`config.mk`:
```
export PLATFORM = sky130hd
export DESIGN_NAME = fuzz_stim_sequencer_flat
export DESIGN_NICKNAME = d
export VERILOG_FILES = /design/src/rtl/fuzz_stim_sequencer_pkg.sv /design/src/rtl/fuzz_stim_sequencer_if.sv /design/src/rtl/fuzz_stim_sequencer_lcg.sv /design/src/rtl/fuzz_stim_sequencer.sv /design/src/flat_wrapper.sv
export SDC_FILE = /design/constraint.sdc
export NUM_CORES = 2
export LEC_CHECK = 0
export CAP_MARGIN = 20
export CORE_MARGIN = 8
export CORE_UTILIZATION = 49
export CTS_BUF_LIST = sky130_fd_sc_hd__clkbuf_8
export CTS_CLUSTER_SIZE = 12
export DETAILED_ROUTE_END_ITERATION = 7
export GPL_ROUTABILITY_DRIVEN = 1
export PLACE_DENSITY = 0.66
export SLEW_MARGIN = 10
export SYNTH_ARGS = -nofsm -noshare
export SYNTH_HDL_FRONTEND = slang
export SYNTH_SLANG_ARGS = --single-unit
```
`constraint.sdc`:
```
create_clock -name clk -period 37.3 [get_ports clk]
set_clock_uncertainty 0.15 [all_clocks]
set_input_delay 5.595 -clock clk [delete_from_list [all_inputs] [get_ports clk]]
set_output_delay 5.595 -clock clk [all_outputs]
set_load 0.1 [all_outputs]
```
`src/rtl/fuzz_stim_sequencer_pkg.sv`:
```
// Shared types, LCG constants and helper functions for the fuzz stimulus sequencer.
package fuzz_seq_pkg;

    typedef enum logic [2:0] {
        S_IDLE,
        S_RSTD,
        S_GEN,
        S_APPLY,
        S_SIGCAP,
        S_DONE
    } seq_state_e;

    localparam logic [31:0] LCG_MUL    = 32'h41C64E6D;
    localparam logic [31:0] LCG_INC    = 32'h00003039;
    localparam int          FOLD_MAX_W = 1024;

    function automatic logic [31:0] lcg_step(input logic [31:0] s);
        return s * LCG_MUL + LCG_INC;
    endfunction

    // Caller zero-extends the response bus to FOLD_MAX_W before folding.
    function automatic logic [31:0] fold32(input logic [FOLD_MAX_W-1:0] v);
        logic [31:0] f;
        f = '0;
        for (int i = 0; i < FOLD_MAX_W / 32; i++) begin
            f = f ^ v[i*32 +: 32];
        end
        return f;
    endfunction

endpackage

```
`src/rtl/fuzz_stim_sequencer_if.sv`:
```
// Harness-control and DUT-side bus of the fuzz stimulus sequencer.
interface fuzz_stim_sequencer_if #(
    parameter int IN_W  = 138,
    parameter int OUT_W = 159
);
    logic             start;
    logic [31:0]      cycles;
    logic             seed_load;
    logic [31:0]      seed;
    logic [OUT_W-1:0] out_flat;
    logic [IN_W-1:0]  in_flat;
    logic             dut_rst_n;
    logic             step;
    logic             busy;
    logic             done;
    logic [31:0]      vec_cnt;
    logic [31:0]      signature;

    modport master (
        input  start, cycles, seed_load, seed, out_flat,
        output in_flat, dut_rst_n, step, busy, done, vec_cnt, signature
    );

    modport slave (
        output start, cycles, seed_load, seed, out_flat,
        input  in_flat, dut_rst_n, step, busy, done, vec_cnt, signature
    );

endinterface

```
`src/rtl/fuzz_stim_sequencer_lcg.sv`:
```
// 32-bit LCG state register; exposes the next word and the next W-word chain.
module fuzz_lcg32
    import fuzz_seq_pkg::*;
#(
    parameter int          W        = 5,
    parameter logic [31:0] DEF_SEED = 32'd3648514451
) (
    input  logic            clk,
    input  logic            rst_n,
    input  logic            load,
    input  logic [31:0]     seed,
    input  logic            adv,
    input  logic            adv_vec,
    output logic [31:0]     word,
    output logic [W*32-1:0] vec
);

    logic [31:0] state_q;
    logic [31:0] state_d;
    logic [31:0] acc;

    // Word k of the chain is the state after k+1 steps.
    always_comb begin
        acc = state_q;
        vec = '0;
        for (int k = 0; k < W; k++) begin
            acc = lcg_step(acc);
            vec[k*32 +: 32] = acc;
        end
    end

    assign word = vec[31:0];

    always_comb begin
        state_d = state_q;
        if (load) begin
            state_d = seed;
        end else if (adv_vec) begin
            state_d = vec[W*32-1 -: 32];
        end else if (adv) begin
            state_d = word;
        end
    end

    always_ff @(posedge clk) begin
        if (!rst_n) begin
            state_q <= DEF_SEED;
        end else begin
            state_q <= state_d;
        end
    end

endmodule

```
`src/rtl/fuzz_stim_sequencer.sv`:
```
// Fuzz stimulus sequencer: DUT reset phase, LCG vectors, one step per vector.
// Optional response MISR enabled by defining FUZZ_SIG_EN.
module fuzz_stim_sequencer
    import fuzz_seq_pkg::*;
#(
    parameter int          IN_W     = 138,
    parameter int          OUT_W    = 159,
    parameter int          RST_CYC  = 2,
    parameter logic [31:0] DEF_SEED = 32'd3648514451
) (
    input  logic                  clk,
    input  logic                  rst_n,
    fuzz_stim_sequencer_if.master bus
);

    localparam int W    = (IN_W + 31) / 32;
    localparam int VW   = W * 32;
    localparam int WC_W = 6;

    seq_state_e      state_q, state_d;
    logic [31:0]     rcnt_q, rcnt_d;
    logic [WC_W-1:0] wcnt_q, wcnt_d;
    logic [31:0]     cnt_q, cnt_d;
    logic [31:0]     vec_cnt_q, vec_cnt_d;
    logic [VW-1:0]   shadow_q, shadow_d;
    logic [IN_W-1:0] in_flat_q, in_flat_d;
    logic            dut_rst_n_q, dut_rst_n_d;

    logic            lcg_load, lcg_adv, lcg_adv_vec;
    logic [31:0]     lcg_word;
    logic [VW-1:0]   lcg_vec;

`ifdef FUZZ_SIG_EN
    logic [31:0]     sig_q, sig_d;
    logic            sig_samp;
    localparam seq_state_e LAST_NEXT = S_SIGCAP;
`else
    localparam seq_state_e LAST_NEXT = S_DONE;
`endif

    fuzz_lcg32 #(
        .W        (W),
        .DEF_SEED (DEF_SEED)
    ) u_lcg (
        .clk     (clk),
        .rst_n   (rst_n),
        .load    (lcg_load),
        .seed    (bus.seed),
        .adv     (lcg_adv),
        .adv_vec (lcg_adv_vec),
        .word    (lcg_word),
        .vec     (lcg_vec)
    );

    always_comb begin
        state_d     = state_q;
        rcnt_d      = rcnt_q;
        wcnt_d      = wcnt_q;
        cnt_d       = cnt_q;
        vec_cnt_d   = vec_cnt_q;
        shadow_d    = shadow_q;
        in_flat_d   = in_flat_q;
        dut_rst_n_d = dut_rst_n_q;
        lcg_load    = 1'b0;
        lcg_adv     = 1'b0;
        lcg_adv_vec = 1'b0;
`ifdef FUZZ_SIG_EN
        sig_d       = sig_q;
`endif
        case (state_q)
            S_IDLE, S_DONE: begin
                lcg_load = bus.seed_load;
                if (bus.start) begin
                    cnt_d       = bus.cycles;
                    vec_cnt_d   = '0;
                    rcnt_d      = '0;
                    dut_rst_n_d = 1'b0;
                    state_d     = S_RSTD;
`ifdef FUZZ_SIG_EN
                    sig_d       = '0;
`endif
                end
            end
            S_RSTD: begin
                // Vector 1 is produced in one shot so it is stable before DUT reset releases.
                if (rcnt_q == '0) begin
                    lcg_adv_vec = 1'b1;
                    in_flat_d   = lcg_vec[IN_W-1:0];
                end
                if (rcnt_q == 32'(RST_CYC - 1)) begin
                    dut_rst_n_d = 1'b1;
                    wcnt_d      = '0;
                    state_d     = (cnt_q == '0) ? S_DONE : S_GEN;
                end else begin
                    rcnt_d = rcnt_q + 32'd1;
                end
            end
            S_GEN: begin
                lcg_adv = 1'b1;
                shadow_d[wcnt_q*32 +: 32] = lcg_word;
                if (wcnt_q == WC_W'(W - 1)) begin
                    in_flat_d = shadow_d[IN_W-1:0];
                    vec_cnt_d = vec_cnt_q + 32'd1;
                    wcnt_d    = '0;
                    state_d   = S_APPLY;
                end else begin
                    wcnt_d = wcnt_q + WC_W'(1);
                end
            end
            S_APPLY: begin
                state_d = (vec_cnt_q == cnt_q) ? LAST_NEXT : S_GEN;
            end
            S_SIGCAP: begin
                state_d = S_DONE;
            end
            default: begin
                state_d = S_IDLE;
            end
        endcase
`ifdef FUZZ_SIG_EN
        // The DUT response to a step is visible in the cycle right after APPLY.
        sig_samp = (state_q == S_SIGCAP) ||
                   ((state_q == S_GEN) && (wcnt_q == '0) && (vec_cnt_q != '0));
        if (sig_samp) begin
            sig_d = {sig_q[30:0], sig_q[31] ^ sig_q[21] ^ sig_q[1] ^ sig_q[0]}
                    ^ fold32(FOLD_MAX_W'(bus.out_flat));
        end
`endif
    end

    always_ff @(posedge clk) begin
        if (!rst_n) begin
            state_q     <= S_IDLE;
            rcnt_q      <= '0;
            wcnt_q      <= '0;
            cnt_q       <= '0;
            vec_cnt_q   <= '0;
            in_flat_q   <= '0;
            dut_rst_n_q <= 1'b0;
`ifdef FUZZ_SIG_EN
            sig_q       <= '0;
`endif
        end else begin
            state_q     <= state_d;
            rcnt_q      <= rcnt_d;
            wcnt_q      <= wcnt_d;
            cnt_q       <= cnt_d;
            vec_cnt_q   <= vec_cnt_d;
            in_flat_q   <= in_flat_d;
            dut_rst_n_q <= dut_rst_n_d;
`ifdef FUZZ_SIG_EN
            sig_q       <= sig_d;
`endif
        end
    end

    always_ff @(posedge clk) begin
        shadow_q <= shadow_d;
    end

    assign bus.in_flat   = in_flat_q;
    assign bus.dut_rst_n = dut_rst_n_q;
    assign bus.step      = (state_q == S_APPLY);
    assign bus.busy      = (state_q == S_RSTD) || (state_q == S_GEN) ||
                           (state_q == S_APPLY) || (state_q == S_SIGCAP);
    assign bus.done      = (state_q == S_DONE);
    assign bus.vec_cnt   = vec_cnt_q;
`ifdef FUZZ_SIG_EN
    assign bus.signature = sig_q;
`else
    assign bus.signature = '0;
`endif

endmodule

```
`src/flat_wrapper.sv`:
```
// flat-port wrapper written by rule: the top's interface ports become plain ports
module fuzz_stim_sequencer_flat import fuzz_seq_pkg::*;
#(
    parameter int          IN_W     = 138,
    parameter int          OUT_W    = 159,
    parameter int          RST_CYC  = 2,
    parameter logic [31:0] DEF_SEED = 32'd3648514451
)
  (clk, rst_n, bus_start, bus_cycles, bus_seed_load, bus_seed, bus_out_flat, bus_in_flat, bus_dut_rst_n, bus_step, bus_busy, bus_done, bus_vec_cnt, bus_signature);
  fuzz_stim_sequencer_if #(.IN_W(IN_W), .OUT_W(OUT_W)) bus_i ();
  input  logic clk;
  input  logic rst_n;
  input wire logic [$bits(bus_i.start)-1:0] bus_start;
  input wire logic [$bits(bus_i.cycles)-1:0] bus_cycles;
  input wire logic [$bits(bus_i.seed_load)-1:0] bus_seed_load;
  input wire logic [$bits(bus_i.seed)-1:0] bus_seed;
  input wire logic [$bits(bus_i.out_flat)-1:0] bus_out_flat;
  output wire logic [$bits(bus_i.in_flat)-1:0] bus_in_flat;
  output wire logic [$bits(bus_i.dut_rst_n)-1:0] bus_dut_rst_n;
  output wire logic [$bits(bus_i.step)-1:0] bus_step;
  output wire logic [$bits(bus_i.busy)-1:0] bus_busy;
  output wire logic [$bits(bus_i.done)-1:0] bus_done;
  output wire logic [$bits(bus_i.vec_cnt)-1:0] bus_vec_cnt;
  output wire logic [$bits(bus_i.signature)-1:0] bus_signature;
  assign bus_i.start = bus_start;
  assign bus_i.cycles = bus_cycles;
  assign bus_i.seed_load = bus_seed_load;
  assign bus_i.seed = bus_seed;
  assign bus_i.out_flat = bus_out_flat;
  assign bus_in_flat = bus_i.in_flat;
  assign bus_dut_rst_n = bus_i.dut_rst_n;
  assign bus_step = bus_i.step;
  assign bus_busy = bus_i.busy;
  assign bus_done = bus_i.done;
  assign bus_vec_cnt = bus_i.vec_cnt;
  assign bus_signature = bus_i.signature;
  fuzz_stim_sequencer #(.IN_W(IN_W), .OUT_W(OUT_W), .RST_CYC(RST_CYC), .DEF_SEED(DEF_SEED)) u_core (.clk(clk), .rst_n(rst_n), .bus(bus_i));
endmodule
```
==> impl_metrics.py <==
metrics = {
    "timing": {
        "finalSetupViolCount": 0,
        "period_needed_ns": 30.41,
        "max_freq_ghz": 0.0329,
        "rsz0062_at_grt": "no",
        "tightest_slew_ns": 1.08,
        "slew_violations": 0,
        "fin_crit_sh_pct": 81.5,
        "hold_viol": 0,
        "tns_ns": 0,
        "max-slew-margin-rel_pct": 27.4,
    },
    "layout": {
        "finalInstanceArea_mm2": 0.0694,
        "layout-drive-gt1-share_pct": 4.43,
        "layout.nets": 9143,
        "area_growth_pct": 10.0,
    },
    "worst_setup_path": {
        "worstReg2RegStart": "u_core.u_lcg.state_q[0]",
        "r2r-end": "u_core.u_lcg.state_q[31]",
        "cp-start-kind": "register",
        "required_ns": 37.77,
        "crit_type": "reg -> reg",
        "crit_end": "u_core.u_lcg.state_q[31]",
        "r2r_slack_ns": 6.89,
        "cp_slowest_cell": "xnor2_1",
        "worstRegToRegCells": 102,
        "setup.worst_path.end_class": "register",
        "cp.arrival_ns": 30.89,
        "cp-startpoint": "u_core.u_lcg.state_q[0]",
        "cpPeakStageDelay_ns": 0.73,
        "critPathMaxFanout": 21,
    },
    "logic_synthesis": {
        "netlist_top_cells_area": "fa_1 (30%), ha_1 (20%), inv_1 (10%), dfxtp_1 (8.8%), edfxtp_1 (6.6%)",
        "synth-seq-cells": 414,
        "yosysSeqAreaShare_pct": 15.3,
        "syn_inst": 6717,
        "synth-async-reset-ratio_pct": 0,
        "synth.most_common_cell": "inv_1",
        "yosysUniqueCellTypes": 82,
        "synthFlopType": "dfxtp_1",
        "syn_area_per_cell_um2": 9.39,
        "synth_edf_count": 138,
        "synth_area_leader_cell": "fa_1",
        "ys_warn_count": 0,
        "synth_top_cell_area_share_pct": 30.0,
        "syn-cell-area_mm2": 0.0631,
        "yosys-top-cells-count": "inv_1 (1697), ha_1 (1001), fa_1 (945)",
    },
    "floorplan": {
        "core_area_mm2": 0.128,
        "rows": 131,
        "fp.dieH_um": 375,
        "pin_count": 433,
        "dieArea_mm2": 0.140,
        "initial_core_util_pct": 49.4,
        "die_x_um": 375,
    },
    "drt": {
        "ant_nets": 0,
        "vias": 46800,
        "dr.pass1.iters": 8,
        "routed_via_density": 5.37,
        "drc_errors": 0,
        "drt_iter0_drc": 3574,
        "wl_per_cell_um": 22.4,
        "drt_wl_total_um": 195000,
    },
    "clocking": {
        "clkTransAtPathRegs_ns": 0.06,
        "clockRootBuffer": "clkbuf_8",
        "cts.path.max_buffers": 3,
        "cts_setup_buffers": 0,
        "clkSinkCount": 414,
        "htree_levels": 3,
        "clk_latency_ns": 0.84,
        "cts_buffers": 80,
        "ctsResizeCount": 0,
        "cts_tree": "yes",
        "hold_buffers": 0,
    },
    "global_routing": {
        "antenna_found_initial": 13,
        "grt_pass1_vias": 48800,
        "grt.overflow.total": 0,
        "track_usage_pct": 27.8,
        "grt_pass1_wl_um": 299000,
        "grt_max_degree": 215,
    },
    "placement": {
        "placed_area_mm2": 0.0677,
        "place_hpwl_um": 162000,
        "port_buffers": 241,
        "gp_congestion": 0.969,
    },
    "flow_run": {
        "maxCapViolCount": 0,
    },
    "hold_path": {
        "hold_class": "reg -> reg",
    },
    "status": {
        "status": "finished, final reports clean",
    },
}
==> layout make-up <==
type,count,area [um2]
clock buffer,97,1340
multi-input combinational,4435,46300
sequential,414,9670
tap,1662,2080
clock inverter,51,364
timing repair buffer,336,3160
antenna,14,35.0
fill,11700,58300
inverter,1703,6400
==> metal layers <==
metal / share of wire (%) / up-vias / global-route usage (%)
li1: - / 21600 / -
met1: 43 / 23200 / 37.9
met2: 45 / 1584 / 43.6
met3: 8.2 / 340 / 6.15
met4: 4.3 / 10 / 10.2
met5: 0.036 / - / 0
==> sequential cells by signal, indices dropped and copies added, names as in the netlist <==
name / count
u_core.state_q: 3
u_core.shadow_q: 138
u_core.u_lcg.state_q: 32
u_core.bus.dut_rst_n: 1
u_core.wcnt_q: 6
u_core.rcnt_q: 32
u_core.cnt_q: 32
u_core.bus.in_flat: 138
u_core.bus.vec_cnt: 32
==> worst max-delay path: cells and delay by family, from the launching register on <==
kind                     cells  cell delay (ns)
flip-flops                   1             0.31
AO/OA/AOI/OAI                9             2.76
adder cells (fa/ha/maj)     44            19.22
XOR/XNOR                    15             4.47
AND/OR/NAND/NOR              2             0.25
buffers and inverters       32             3.04
==> worst min-delay path by stage <==
stage / slack, ns / cells past startpoint / startpoint / endpoint
finish: 0.30 / 2 / u_core.bus.in_flat[27] / u_core.bus.in_flat[27]
global route: 0.32 / 2 / u_core.bus.in_flat[34] / u_core.bus.in_flat[34]
CTS: 0.30 / 2 / u_core.bus.in_flat[35] / u_core.bus.in_flat[35]
detailed placement: 0.29 / 2 / u_core.bus.in_flat[71] / u_core.bus.in_flat[71]
global placement: 0.29 / 2 / u_core.bus.in_flat[18] / u_core.bus.in_flat[18]
floorplan: 0.30 / 1 / u_core.wcnt_q[5] / u_core.wcnt_q[5]
==> placed cells by master (no fill, tap or decap), drive strengths merged, types with 24 or more instances in the layout <==
cell type	n
nor2	276
xnor2	267
xor2	134
o21a	35
a21oi	301
buf	96
and3	34
o211ai	97
clkdlybuf4s50	240
nand4	24
nand2	525
conb	32
nor3	38
a21o	41
nor4	30
dfxtp	276
mux2	27
inv	1736
a211oi	36
clkbuf	97
fa	945
o21ai	203
edfxtp	138
ha	1001
and2	25
nand3	76
==> metrics by stage <==
| stage | instances | utilization, % | worst slack [ns] | hold slack [ns] |
|---|---|---|---|---|
| 3_5_place_dp | 8549 | 53.0 | 7.08 | 0.294 |
| 2_1_floorplan | 6748 | - | 9.71 | 0.299 |
| 4_1_cts | 8697 | 54.3 | 6.96 | 0.300 |
| 3_3_place_gp | 8549 | 53.0 | 7.28 | 0.289 |
| 5_1_grt | 8707 | 54.3 | 5.57 | 0.319 |
| 6_report | 8712 | 54.3 | 6.89 | 0.298 |
==> kinds of logic (layout without fill, tap and decap cells) <==
family,Yosys count,in the layout,synth area share (%)
AOI/OAI and AO/OA,883,883,8.80
xor gates and xnor gates,409,409,5.96
and+or+nand+nor,1125,1125,7.85
muxes,40,40,0.688
DFF,414,414,15.3
other,1,46,0.00595
buffers and inverters,1899,2187,11.5
adders and majority gates,1946,1946,49.9
Power is not shown: default switching activity piles up to over one toggle a cycle in this logic, so the estimate is an artifact.
